## src/rtl/pipeline_hazard_ctrl_pkg.sv

```systemverilog
// Shared pipeline definitions: memory FSM encoding, default register-index width and
// the stall/flush priority rule applied to every stage register.
package pipeline_hazard_ctrl_pkg;

   typedef enum logic {
      StIdle = 1'b0,
      StWait = 1'b1
   } mem_state_e;

   localparam int unsigned DefaultRegW = 4;

   typedef struct packed {
      logic super_stall;
      logic flush;
      logic stall;
   } pipe_ctrl_t;

   localparam pipe_ctrl_t CtrlNone = '{super_stall: 1'b0, flush: 1'b0, stall: 1'b0};

   // Priority: a memory freeze masks everything, a taken branch masks a RAW stall.
   function automatic pipe_ctrl_t resolve_ctrl(logic freeze, logic branch, logic raw);
      pipe_ctrl_t ctrl;
      ctrl.super_stall = freeze;
      ctrl.flush       = branch & ~freeze;
      ctrl.stall       = raw & ~ctrl.flush & ~freeze;
      return ctrl;
   endfunction

endpackage

```

## src/rtl/sat_counter.sv

```systemverilog
// Up-counter that sticks at all-ones instead of wrapping.
module sat_counter #(
   parameter int unsigned CNT_W = 16
) (
   input  logic             clk,
   input  logic             rst,
   input  logic             en,
   output logic [CNT_W-1:0] count
);

   logic [CNT_W-1:0] count_q;

   always_ff @(posedge clk or negedge rst) begin
      if (!rst) begin
         count_q <= '0;
      end else if (en && (count_q != '1)) begin
         count_q <= count_q + 1'b1;
      end
   end

   assign count = count_q;

endmodule

```

## src/rtl/pipeline_hazard_ctrl.sv

```systemverilog
// Pipeline sequencer: RAW hazard detection, branch flush, SRAM wait handshake and
// saturating stall statistics.
module pipeline_hazard_ctrl
   import pipeline_hazard_ctrl_pkg::*;
#(
   parameter int unsigned REG_W    = DefaultRegW,
   parameter bit          FWD_EN   = 1'b1,
   parameter int unsigned MAX_WAIT = 15,
   parameter int unsigned WAIT_W   = 4,
   parameter int unsigned CNT_W    = 16
) (
   input  logic             clk,
   input  logic             rst,
   input  logic [REG_W-1:0] id_src1,
   input  logic [REG_W-1:0] id_src2,
   input  logic             id_two_src,
   input  logic             id_src_valid,
   input  logic [REG_W-1:0] ex_dest,
   input  logic             ex_wb_en,
   input  logic             ex_mem_r,
   input  logic [REG_W-1:0] mem_dest,
   input  logic             mem_wb_en,
   input  logic             mem_req,
   input  logic             sram_ready,
   input  logic             branch_taken,
   output logic             sram_req,
   output logic             stall,
   output logic             super_stall,
   output logic             flush,
   output logic             mem_timeout,
   output logic [CNT_W-1:0] stall_cycles,
   output logic [CNT_W-1:0] mem_cycles
);

   localparam logic [WAIT_W-1:0] LastWait = WAIT_W'(MAX_WAIT - 1);

   mem_state_e        state_q, state_d;
   logic [WAIT_W-1:0] wait_cnt_q, wait_cnt_d;
   logic              timeout_q, timeout_d;
   logic              sram_req_c, freeze;
   logic              ex_hit1, ex_hit2, mem_hit1, mem_hit2;
   logic              raw1, raw2, raw;
   pipe_ctrl_t        ctrl;

   assign ex_hit1  = ex_wb_en & (id_src1 == ex_dest);
   assign ex_hit2  = ex_wb_en & (id_src2 == ex_dest);
   assign mem_hit1 = mem_wb_en & (id_src1 == mem_dest);
   assign mem_hit2 = mem_wb_en & (id_src2 == mem_dest);

   // With forwarding only a load in EX cannot be bypassed in time.
   assign raw1 = FWD_EN ? (ex_mem_r & ex_hit1) : (ex_hit1 | mem_hit1);
   assign raw2 = FWD_EN ? (ex_mem_r & ex_hit2) : (ex_hit2 | mem_hit2);
   assign raw  = id_src_valid & (raw1 | (id_two_src & raw2));

   always_comb begin
      state_d    = state_q;
      wait_cnt_d = wait_cnt_q;
      timeout_d  = timeout_q;
      sram_req_c = 1'b0;
      freeze     = 1'b0;
      unique case (state_q)
         StIdle: begin
            sram_req_c = mem_req;
            freeze     = mem_req;
            if (mem_req) begin
               state_d    = StWait;
               wait_cnt_d = '0;
            end
         end
         StWait: begin
            sram_req_c = 1'b1;
            if (sram_ready) begin
               state_d = StIdle;
            end else if (wait_cnt_q == LastWait) begin
               timeout_d = 1'b1;
               state_d   = StIdle;
            end else begin
               freeze     = 1'b1;
               wait_cnt_d = wait_cnt_q + 1'b1;
            end
         end
      endcase
   end

   always_ff @(posedge clk or negedge rst) begin
      if (!rst) begin
         state_q    <= StIdle;
         wait_cnt_q <= '0;
         timeout_q  <= 1'b0;
      end else begin
         state_q    <= state_d;
         wait_cnt_q <= wait_cnt_d;
         timeout_q  <= timeout_d;
      end
   end

   // Reset gates the controls combinationally so they drop without waiting for a clock.
   assign ctrl        = rst ? resolve_ctrl(freeze, branch_taken, raw) : CtrlNone;
   assign sram_req    = rst & sram_req_c;
   assign stall       = ctrl.stall;
   assign super_stall = ctrl.super_stall;
   assign flush       = ctrl.flush;
   assign mem_timeout = timeout_q;

   sat_counter #(
      .CNT_W (CNT_W)
   ) u_stall_cnt (
      .clk   (clk),
      .rst   (rst),
      .en    (stall),
      .count (stall_cycles)
   );

   sat_counter #(
      .CNT_W (CNT_W)
   ) u_mem_cnt (
      .clk   (clk),
      .rst   (rst),
      .en    (super_stall),
      .count (mem_cycles)
   );

endmodule
```

## config.mk

```make
export PLATFORM = sky130hd
export DESIGN_NAME = pipeline_hazard_ctrl
export DESIGN_NICKNAME = d
export VERILOG_FILES = /design/src/rtl/pipeline_hazard_ctrl_pkg.sv /design/src/rtl/sat_counter.sv /design/src/rtl/pipeline_hazard_ctrl.sv
export SDC_FILE = /design/constraint.sdc
export NUM_CORES = 1
export LEC_CHECK = 0
export CORE_ASPECT_RATIO = 0.7
export CORE_MARGIN = 2
export CORE_UTILIZATION = 42
export DETAILED_ROUTE_END_ITERATION = 16
export PLACE_DENSITY = 0.81
export SLEW_MARGIN = 20
export SYNTH_ARGS = -nofsm -noshare
export SYNTH_HDL_FRONTEND = slang
export SYNTH_SLANG_ARGS = --single-unit
```

## constraint.sdc

```tcl
create_clock -name clk -period 1.9 [get_ports clk]
set_clock_uncertainty 0.2 [all_clocks]
set_input_delay 0.38 -clock clk [delete_from_list [all_inputs] [get_ports clk]]
set_output_delay 0.38 -clock clk [all_outputs]
set_load 0.01 [all_outputs]
```

==> impl_results.md, run 1 <==
- Hold depth: 1
- Tcrit/Tclk final: 1.150
- Synth async-reset ratio: 1.000
- Hold worst-path end: mem_timeout$_DFFE_PN0P_
- Die Y: 62.68 um
- Multiplexer share of the synthesized area: 0.02907
- Yosys warns: 0
- Synth Area in XOR/XNOR: 0.1484
- CP Capture Type: primary output
- Nets: around 340
- Reg2Reg Launch Point: wait_cnt_q[0]$_DFFE_PN0P_
- # fillers: about 310
- Library cells used by synthesis: 37
- DRC: 0
- H-Tree Depth: 2
- Worst vdd ir: about 780 uV
- Leak: 1.715 nW
- Hold_sp: mem_timeout$_DFFE_PN0P_
- Number of synthesized register bits: 38
- Startpoint types: register
- Yosys top cell area share: 0.4603
- Worst slew pin tran: approximately 480 ps
- Top post-synthesis cells by area: dfrtp_1 46%, xnor2_1 11%, nand4_1 5.1%
- Total number of vias: approximately 2,000
- Die area: 0.005504 mm^2
- DP Worst Slack: -788.9 ps
- Longest Clk Path Bufs: 2
- Min Clock Period, post-route: roughly 2200 ps
- Max-cap viol count: 0
- EDFF count, synth: 0
- Hold Crit Class: register to register
- Post-synthesis sequential area ratio: 0.4603
- Core Region: roughly 0.0048 mm^2
- Hold Vio Cnt, Final: 0
- Commonest cells after routing, fill and taps aside: 47 x buf_4, 31 x clkdlybuf4s50_1, 29 x dfrtp_1
- CP required: between 1000 and 1500 ps
- Ys flop type: dfrtp_1
- Worst-path clk slew: around 70 ps
- Max_slew headroom: 0.6799
- Drt total wl: approximately 6.3 mm
- Outcome: finished, violations left
- First-pass GRT wire length: about 10 mm
- Syn Area/Cell: between 10 and 15 um^2
- Initial antenna violation count: 0
- Most common cell after layout, fill and taps aside: buf_4
- Largest stage delay on the critical path: between 300 and 400 ps
- Synth-to-Final Area Change: 68.81%
- Row count: 21
- RR Endpoint: u_mem_cnt.count[15]$_DFFE_PN0P_
- Post-Synthesis Cells: roughly 190
- Crit Path Max Fanout: 3
- Syn Std Cell Area: 0.002066 mm^2
- Post-route core utilization: 0.7332
- Maximum clock rate: ~460 MHz
- Grt ovf: 0
- Cell taking the most area after synthesis: dfrtp_1
- Die X: slightly below 90 um
- Syn nets: 223
- Wire length per cell: 16.61 um
- Clock sinks: 38
- Clock latency on the worst-skew pair: roughly 300 ps
- Via/cell ratio: about 5.2
- Critical path class: register to primary output
- Final worst-path setup slack: -285.2 ps
- FF-to-FF path depth: 11
- Slack of the worst reg-to-reg path: -210 ps
- Starting Density: 0.4344
- GRT Total Usage: 0.2372
- TritonCTS Buffers: 5
- CP arrival: roughly 1600 ps
- Crit-path cells: ha_2 -> and3_4 -> o211ai_1 -> nor2_2 -> and2_4 -> buf_6
- Fraction of layout cells with a size suffix above 1: 0.3802
- Pwr dens: 684.2 mW/mm^2
- WHS: between 200 and 300 ps
- Critical path's slowest cell: dfrtp_1
- Combinational family with the most area after synthesis: simple AND/OR/NAND/NOR gates
- I/O pin count: between 60 and 70
- CTS root buffer: clkbuf_8
- Setup-failing EPs final: 29
- Drt pass-1 iters: 4
- Post-DP HPWL: about 4.0 mm
- Failing checks: setup timing
- I/O Buffers: 57
- CTS tree: yes
- Vias in the first global route: around 2,000
- Placer Congestion: between 0.8 and 0.9
- RSZ-0062 raised after global routing: true
- 1st-iter DRT viols: 98
- Complex-gate fraction of the synthesized area: 0.05391
- Slew Viols, Final: 0
- Largest net degree at the start of global routing: 16
- Simple-gate share of the synthesized area: 0.2683
- Detail Route Antenna Nets: 0
- Antenna Cells: 0
- Adder-cell share of the synthesized area: 0.02423
## power by group
group | internal (mW) | switching [mW] | total (mW) | leakage [nW]
clock network | 0.393 | 0.298 | 0.691 | 0.0524
logic | 0.391 | 0.329 | 0.721 | 1.16
registers | 0.891 | 0.0831 | 0.974 | 0.501
total | 1.68 | 0.710 | 2.39 | 1.72
## worst max path at each step
stage,startpoint,end,cells after the start
after floorplan,wait_cnt_q[0]$_DFFE_PN0P_,u_mem_cnt.count[15]$_DFFE_PN0P_,9
after global placement,ex_dest[1],stall,5
after detailed placement,ex_dest[0],stall,5
after CTS,wait_cnt_q[0]$_DFFE_PN0P_,stall,7
after global routing,wait_cnt_q[0]$_DFFE_PN0P_,stall,7
final,wait_cnt_q[1]$_DFFE_PN0P_,stall,6
## worst max-delay path, delay by kind of cell, from the launching register on
kind / cells / cell delay (ps)
AO/OA/AOI/OAI: 1 / 230
adder cells (fa/ha/maj): 1 / 180
buffers and inverters: 1 / 110
flip-flops: 1 / 390
AND/OR/NAND/NOR: 3 / 390
## metrics by stage
step	setup TNS, ps	instances	instance area (um^2)	total power, mW
global placement	-11990	360	3044	1.549
detailed placement	-12380	360	3044	1.571
floorplan	-351.5	193	2096	1.207
CTS	-2589	378	3349	2.316
global route	-5835	382	3487	2.507
finish	-3210	382	3487	2.386
## layer usage
metal,GRT usage,routed length (um)
met5,0,0
met4,0.09231,148
met3,0.04227,362
met2,0.3646,3041
met1,0.3319,2790
## cells by family after synthesis
logic type                 Yosys count
xor gates and xnor gates            35
buffers and inverters                6
muxes                                5
and+or+nand+nor                     95
adders and majority gates            4
AOI/OAI and AO/OA                   10
DFF                                 38
## layout make-up
cell class / instances / area, um^2 / area share
Timing Repair Buffer: 115 / 1042 / 0.2989
Clock inverter: 1 / 30.03 / 0.008611
Clock buffer: 7 / 76.32 / 0.02189
Tap cell: 69 / 86.33 / 0.02476
Multi-Input combinational cell: 149 / 1279 / 0.3667
Inverter: 3 / 11.26 / 0.003229
Sequential cell: 38 / 962.2 / 0.2759
## synthesized netlist by cell type, types with 2 or more instances
cell type and instances:
o21ai_0 2, nand2b_1 6, mux2_2 3, ha_1 4, nand4_1 17, nand4_2 2
and2_1 4, inv_1 2, and3_1 11, xor2_1 8, dfrtp_1 38, a31oi_1 2
nor2b_1 2, nor2_1 9, xnor2_1 27, buf_2 2, nand3_1 12, and4_1 3
nand2_1 14, nand3_2 3, nor3_1 6
## what timing repair did
item | in CTS | in global routing
pin swaps | 22 | 12
buffers inserted | 6 | 8
endpoints found under the setup margin | 39 | 46
hold buffers | 4 | 0
resized for setup | 59 | 30
hold endpoints to repair | 25 | 0
## sequential cells by signal, summed over array words and instances, names as in the netlist
register           count
mem_timeout            1
state_q                1
u_mem_cnt.count       16
u_stall_cnt.count     16
wait_cnt_q             4
(Power assumes the default switching activity.)
==> run 2: changes to the inputs <==
--- a/config.mk
+++ b/config.mk
@@ -9,6 +9,7 @@
 export CORE_MARGIN = 2
 export CORE_UTILIZATION = 42
 export DETAILED_ROUTE_END_ITERATION = 16
+export GPL_TIMING_DRIVEN = 0
 export PLACE_DENSITY = 0.81
 export SLEW_MARGIN = 20
 export SYNTH_ARGS = -nofsm -noshare
==> run 2 against run 1 <==
The run still ends with setup timing left. Via count grew 1.2%. Register-to-register slack lost 100 ps. First-iteration DRC count grew 80%. Non-clock buffer count shrank 16. Setup slack lost 190 ps. Flip-flop and latch count is the same. Fmax shrank 7.8%. Critical path depth grew 2. Design area is essentially flat. Hold slack gained 6.4 ps. Sequential power grew 5%. Clock-buffer cell count shrank 1. Critical endpoint unchanged. Largest cell class unchanged.
==> impl_results.md, run 2 (synthesis results as in run 1) <==
- Outcome: finished, violations left (unchanged)
- Failing checks: setup timing (unchanged)
- Nets: 326 (was 342)
- CTS root buffer: clkbuf_8 (unchanged)
- FF-to-FF path depth: 11 (unchanged)
- Comb pwr share: 0.302 (about the same)
- Synth-to-Final Area Change: 68.69% (was 68.81%)
- Worst-path clk slew: 70 ps (about the same)
- Largest net degree at the start of global routing: 15 (was 16)
- Startpoint types: register (unchanged)
- Row count: 21 (unchanged)
- Sw power: 0.7423 mW (was 0.7100 mW)
- Detail Route Antenna Nets: 0 (unchanged)
- Most common cell after layout, fill and taps aside: clkdlybuf4s50_1 (was buf_4)
- Critical path class: register to primary output (unchanged)
- Leak: 1.590 nW (was 1.715 nW)
- Post-DP HPWL: 3.380 mm (was 4.048 mm)
- Min Clock Period, post-route: 2370 ps (was 2185 ps)
- GRT Total Usage: 0.2070 (was 0.2372)
- DP Worst Slack: -1158 ps (was -788.9 ps)
- Vias in the first global route: 1,780 (was 1,994)
- Total number of vias: 1,994 (was 1,971)
- Slew Viols, Final: 0 (unchanged)
- Clock power share: 0.287 (was 0.290)
- Worst slew pin tran: 631.0 ps (was 478.6 ps)
- RSZ-0062 raised after global routing: true (unchanged)
- CP Capture Type: primary output (unchanged)
- Core Region: 0.004756 mm^2 (unchanged)
- Placer Congestion: 0.8399 (was 0.8629)
- I/O pin count: 63 (unchanged)
- Hold depth: 1 (unchanged)
- Slack of the worst reg-to-reg path: -310 ps (was -210 ps)
- DRC: 0 (unchanged)
- Die Y: 62.68 um (unchanged)
- Fraction of layout cells with a size suffix above 1: 0.3851 (was 0.3802)
- Placed Area: 0.002768 mm^2 (was 0.003044 mm^2)
- I/O Buffers: 57 (unchanged)
- CP required: 1320 ps (about the same)
- Design area: 0.003485 mm^2 (was 0.003487 mm^2)
- Reg2Reg Launch Point: wait_cnt_q[0]$_DFFE_PN0P_ (unchanged)
- Switching share of power: 0.2988 (was 0.2976)
- Seq pwr share: 0.411 (was 0.408)
- RR Endpoint: u_mem_cnt.count[15]$_DFFE_PN0P_ (unchanged)
- H-Tree Depth: 2 (unchanged)
- Grt ovf: 0 (unchanged)
- Crit Path Max Fanout: 3 (unchanged)
- Longest Clk Path Bufs: 2 (unchanged)
- Hold Crit Class: register to register (unchanged)
- Critical Path Start: wait_cnt_q[0]$_DFFE_PN0P_ (was wait_cnt_q[1]$_DFFE_PN0P_)
- Final worst-path setup slack: -470.3 ps (was -285.2 ps)
- Non-Filler Instances: 365 (was 382)
- Clock latency on the worst-skew pair: 300 ps (about the same)
- Tot Pwr: 2.484 mW (was 2.386 mW)
- Max-cap viol count: 0 (unchanged)
- Drt total wl: 6.524 mm (was 6.344 mm)
- Worst vdd ir: 720.9 uV (was 779.1 uV)
- First-pass GRT wire length: 8.804 mm (was 9.949 mm)
- Max_slew headroom: 0.5761 (was 0.6799)
- 1st-iter DRT viols: 176 (was 98)
- # placed instances: 320 (was 360)
- Drt pass-1 iters: 5 (was 4)
- Antenna Cells: 0 (unchanged)
- TritonCTS Buffers: 5 (unchanged)
- Die area: 0.005504 mm^2 (unchanged)
- Via/cell ratio: 5.463 (was 5.160)
- Int Power: 1.742 mW (was 1.676 mW)
- Tcrit/Tclk final: 1.248 (was 1.150)
- Maximum clock rate: 421.9 MHz (was 457.6 MHz)
- WHS: 262.4 ps (was 256.0 ps)
- Commonest cells after routing, fill and taps aside: 38 x clkdlybuf4s50_1, 27 x buf_4, 25 x dfrtp_1 (was 47 x buf_4, 31 x clkdlybuf4s50_1, 29 x dfrtp_1)
- Die X: 87.83 um (unchanged)
- Crit path capture: stall (unchanged)
- CTS tree: yes (unchanged)
- Hold Vio Cnt, Final: 0 (unchanged)
- Wire length per cell: 17.87 um (was 16.61 um)
- Pwr dens: 712.8 mW/mm^2 (was 684.2 mW/mm^2)
- CP arrival: 1790 ps (was 1610 ps)
- Setup-failing EPs final: 31 (was 29)
- Starting Density: 0.4344 (unchanged)
- Clock sinks: 38 (unchanged)
- Initial antenna violation count: 0 (unchanged)
==> run 2: cell types whose count changed in the layout (fill, tap and decap cells not counted), moves of 2 or more <==
cell and change:
buf_4 -20, buf_6 +6, clkbuf_1 -2, clkdlybuf4s50_1 +7, dfrtp_1 -4, dfrtp_2 +4
dlygate4sd2_1 -10, nand2_4 -2, nand3_2 -3, nand3_4 +4, xor2_1 -2, xor2_2 +2
==> run 2: power groups by stage <==
stage                     logic (mW)  registers, mW  clock network (mW)
after floorplan                0.183           1.02                   0
after global placement         0.425           1.01                   0
after detailed placement       0.443           1.01                   0
after CTS                      0.551          0.993               0.700
after global routing           0.809           1.03               0.753
final                          0.751           1.02               0.714
==> run 2: through the flow <==
step | util | setup TNS, ps
floorplan | - | -351.5
global placement | 0.5788 | -95100
detailed placement | 0.5820 | -13670
CTS | 0.6782 | -4819
global route | 0.7327 | -8693
finish | 0.7327 | -6251
==> run 2: metal layers <==
layer  global-route usage  vias up  part of all wire
met2               0.2936       98              0.49
met3              0.06077       19             0.077
met1               0.3032      987              0.42
met5                    0        -                 0
li1                     -      890                 -
met4              0.06731        0             0.022
==> run 2: worst max-delay path: stages (launching register included) <==
cell	delay (ps)
dfrtp_1	360
inv_1	60
ha_2	170
and3_4	180
o211ai_1	270
nor2_2	90
buf_6	130
and2_4	130
buf_6	110
==> run 2: cell type report <==
class	count	area, um^2
Buffer	3	33.78
Clock buffer	6	82.58
Clock inverter	1	30.03
Fill cell	302	1271
Inverter	3	11.26
Multi-Input combinational cell	149	1333
Sequential cell	38	967.2
Tap cell	69	86.33
Timing Repair Buffer	96	940.9
==> run 2: what timing repair did <==
| item | in CTS | in global routing |
|---|---|---|
| cloned | 1 | 1 |
| hold buffers | 3 | 0 |
| resized for setup | 58 | 42 |
| buffers inserted | 18 | 16 |
| setup endpoints to repair | 38 | 44 |
| endpoints found under the hold margin | 24 | 0 |
| pin swaps | 30 | 29 |
==> run 2: how the worst min path moves through the flow <==
stage                            startpoint  slack (ps)                        endpoint
floorplan                               rst        -120         mem_timeout$_DFFE_PN0P_
global placement    mem_timeout$_DFFE_PN0P_         240         mem_timeout$_DFFE_PN0P_
finish              mem_timeout$_DFFE_PN0P_         260         mem_timeout$_DFFE_PN0P_
global route        mem_timeout$_DFFE_PN0P_         290         mem_timeout$_DFFE_PN0P_
CTS                 mem_timeout$_DFFE_PN0P_         270         mem_timeout$_DFFE_PN0P_
detailed placement                      rst         110  u_mem_cnt.count[2]$_DFFE_PN0P_
==> run 3: changes to the inputs <==
--- a/config.mk
+++ b/config.mk
@@ -5,7 +5,8 @@
 export SDC_FILE = /design/constraint.sdc
 export NUM_CORES = 1
 export LEC_CHECK = 0
-export CORE_ASPECT_RATIO = 0.7
+export CAP_MARGIN = 20
+export CORE_ASPECT_RATIO = 1.1
 export CORE_MARGIN = 2
 export CORE_UTILIZATION = 42
 export DETAILED_ROUTE_END_ITERATION = 16
==> run 3 against run 2 <==
The flow still finishes with violations (setup timing). First-iteration DRC count fell by 34%. Clock-buffer cell count grew 1. Setup slack gained 22 ps. Die area down 0.15%. Critical path type is now input port to primary output.
==> impl_results.md, run 3 (synthesis results as in run 1) <==
- CP required: 1320 ps (about the same)
- Commonest cells after routing, fill and taps aside: 38 x clkdlybuf4s50_1, 26 x xnor2_1, 26 x dfrtp_1, 26 x buf_4, 19 x buf_6 (was 38 x clkdlybuf4s50_1, 27 x buf_4, 25 x dfrtp_1)
- Startpoint types: input port (was register)
- DRC: 0 (unchanged)
- Placer Congestion: 0.7718 (was 0.8399)
- Initial antenna violation count: 0 (unchanged)
- TritonCTS Buffers: 5 (unchanged)
- Worst slew pin tran: 567.9 ps (was 631.0 ps)
- Tot Pwr: 2.351 mW (was 2.484 mW)
- Row count: 26 (was 21)
- Hold Crit Class: register to register (unchanged)
- Setup-failing EPs final: 31 (unchanged)
- Worst vdd ir: 668.1 uV (was 720.9 uV)
- Largest net degree at the start of global routing: 27 (was 15)
- Non-Filler Instances: 356 (was 365)
- Sequential cell area: 965.9 um^2 (was 967.2 um^2)
- # fillers: 306 (was 302)
- Sw power: 0.6797 mW (was 0.7423 mW)
- I/O pin count: 63 (unchanged)
- Vias in the first global route: 1,957 (was 1,780)
- Detail Route Antenna Nets: 0 (unchanged)
- Failing checks: setup timing (unchanged)
- Die X: 70.87 um (was 87.83 um)
- RSZ-0062 raised after global routing: true (unchanged)
- Seq pwr share: 0.426 (was 0.411)
- Post-DP HPWL: 3.297 mm (was 3.380 mm)
- I/O Buffers: 57 (unchanged)
- Switching share of power: 0.2891 (was 0.2988)
- Placed Area: 0.002751 mm^2 (was 0.002768 mm^2)
- Leak: 1.581 nW (was 1.590 nW)
- Max-cap viol count: 0 (unchanged)
- Starting Density: 0.4410 (was 0.4344)
- Total number of vias: 1,906 (was 1,994)
- Synth-to-Final Area Change: 65.54% (was 68.69%)
- # placed instances: 307 (was 320)
- First-pass GRT wire length: 9.377 mm (was 8.804 mm)
- Min Clock Period, post-route: 2349 ps (was 2370 ps)
- CP Capture Type: primary output (unchanged)
- Setup TNS: -6448 ps (was -6251 ps)
- Crit Path Max Fanout: 2 (was 3)
- GRT Total Usage: 0.2165 (was 0.2070)
- Hold Vio Cnt, Final: 0 (unchanged)
- CTS root buffer: clkbuf_8 (unchanged)
- Tcrit/Tclk final: 1.236 (was 1.248)
- Int Power: 1.671 mW (was 1.742 mW)
- Comb pwr share: 0.285 (was 0.302)
- Clock latency on the worst-skew pair: 290 ps (was 300 ps)
- Drt pass-1 iters: 4 (was 5)
- Multi-input gate area: 0.001251 mm^2 (was 0.001333 mm^2)
- Final worst-path setup slack: -448.6 ps (was -470.3 ps)
- Die Y: 77.56 um (was 62.68 um)
- Wire length per cell: 16.62 um (was 17.87 um)
- Via/cell ratio: 5.354 (was 5.463)
- Nets: 329 (was 326)
- Die area: 0.005496 mm^2 (was 0.005504 mm^2)
- Worst-path clk slew: 70 ps (about the same)
- Clock power share: 0.288 (was 0.287)
- Critical path class: input port to primary output (was register to primary output)
- Maximum clock rate: 425.8 MHz (was 421.9 MHz)
- 1st-iter DRT viols: 116 (was 176)
- Longest Clk Path Bufs: 2 (unchanged)
- Pwr dens: 687.5 mW/mm^2 (was 712.8 mW/mm^2)
- Drt total wl: 5.917 mm (was 6.524 mm)
- Design area: 0.003420 mm^2 (was 0.003485 mm^2)
- Core Region: 0.004684 mm^2 (was 0.004756 mm^2)
- CTS tree: yes (unchanged)
- Outcome: finished, violations left (unchanged)
- Clock sinks: 38 (unchanged)
- Fraction of layout cells with a size suffix above 1: 0.3700 (was 0.3851)
- CP arrival: 1770 ps (was 1790 ps)
- Max_slew headroom: 0.6202 (was 0.5761)
- Most common cell after layout, fill and taps aside: clkdlybuf4s50_1 (unchanged)
- Grt ovf: 0 (unchanged)
- Slew Viols, Final: 0 (unchanged)
- Antenna Cells: 0 (unchanged)
- H-Tree Depth: 2 (unchanged)
## run 3: cell types whose count changed in the layout (fill, tap and decap cells not counted), moves of 2 or more
cell            change
nand3_4             -3
buf_6               +5
xnor2_1             +2
xnor2_2             -2
clkbuf_1            +2
nand3_2             +2
dlymetal6s2s_1      +2
nand2_2             +2
## run 3: area by class of cell
class | count | area share
clock buffers | 7 | 0.02232
flip-flops and latches | 38 | 0.2825
inverters | 3 | 0.003293
repair buffers | 99 | 0.2869
plain buffers | 3 | 0.009879
multi-input cells | 149 | 0.3659
well taps | 56 | 0.02049
clock inverters | 1 | 0.008782
## run 3: final timing paths
path	startpoint	to	slack [ps]	depth (start not counted)
worst min register to register	u_stall_cnt.count[6]$_DFFE_PN0P_	u_stall_cnt.count[6]$_DFFE_PN0P_	280	1
max in group asynchronous	rst	u_mem_cnt.count[12]$_DFFE_PN0P_	620	2
min in group asynchronous	rst	u_mem_cnt.count[9]$_DFFE_PN0P_	470	2
worst max register to register	wait_cnt_q[1]$_DFFE_PN0P_	u_mem_cnt.count[15]$_DFFE_PN0P_	-340	11
worst min-delay path	u_stall_cnt.count[6]$_DFFE_PN0P_	u_stall_cnt.count[6]$_DFFE_PN0P_	280	1
worst max-delay path	sram_ready	stall	-450	7
## run 3: power groups by stage
stage	Sequential (mW)	Combinational, mW	Clock (mW)
finish	1.00	0.671	0.678
global route	1.01	0.726	0.720
CTS	0.984	0.640	0.687
detailed placement	1.01	0.440	0
global placement	1.01	0.425	0
floorplan	1.02	0.183	0
## run 3: critical path, stage by stage
cell and delay (ps):
clkdlybuf4s50_1 410, nand2b_1 210, o211ai_1 290, nor2_2 100
buf_6 130, and2_4 130, buf_6 110
## run 3: repair_timing
action	4_1_cts	5_1_grt
setup buffers	26	15
setup endpoints to repair	37	50
endpoints found under the hold margin	38	0
resized for setup	58	31
gates cloned	2	0
pin swaps	28	27
hold buffers	3	0
## run 3: layer usage
metal / wire (um) / GRT usage
met5: 0 / 0
met4: 162 / 0.09245
met3: 373 / 0.05325
met2: 3081 / 0.3701
met1: 2300 / 0.2571
## run 3: through the flow
stage / setup WS [ps] / hold WS [ps] / utilization
floorplan: -96.88 / -115.6 / -
global placement: -2588 / 243.9 / 0.5841
detailed placement: -1186 / 143.4 / 0.5873
CTS: -431.0 / 260.4 / 0.6934
global route: -502.0 / 296.8 / 0.7300
finish: -448.6 / 280.4 / 0.7300
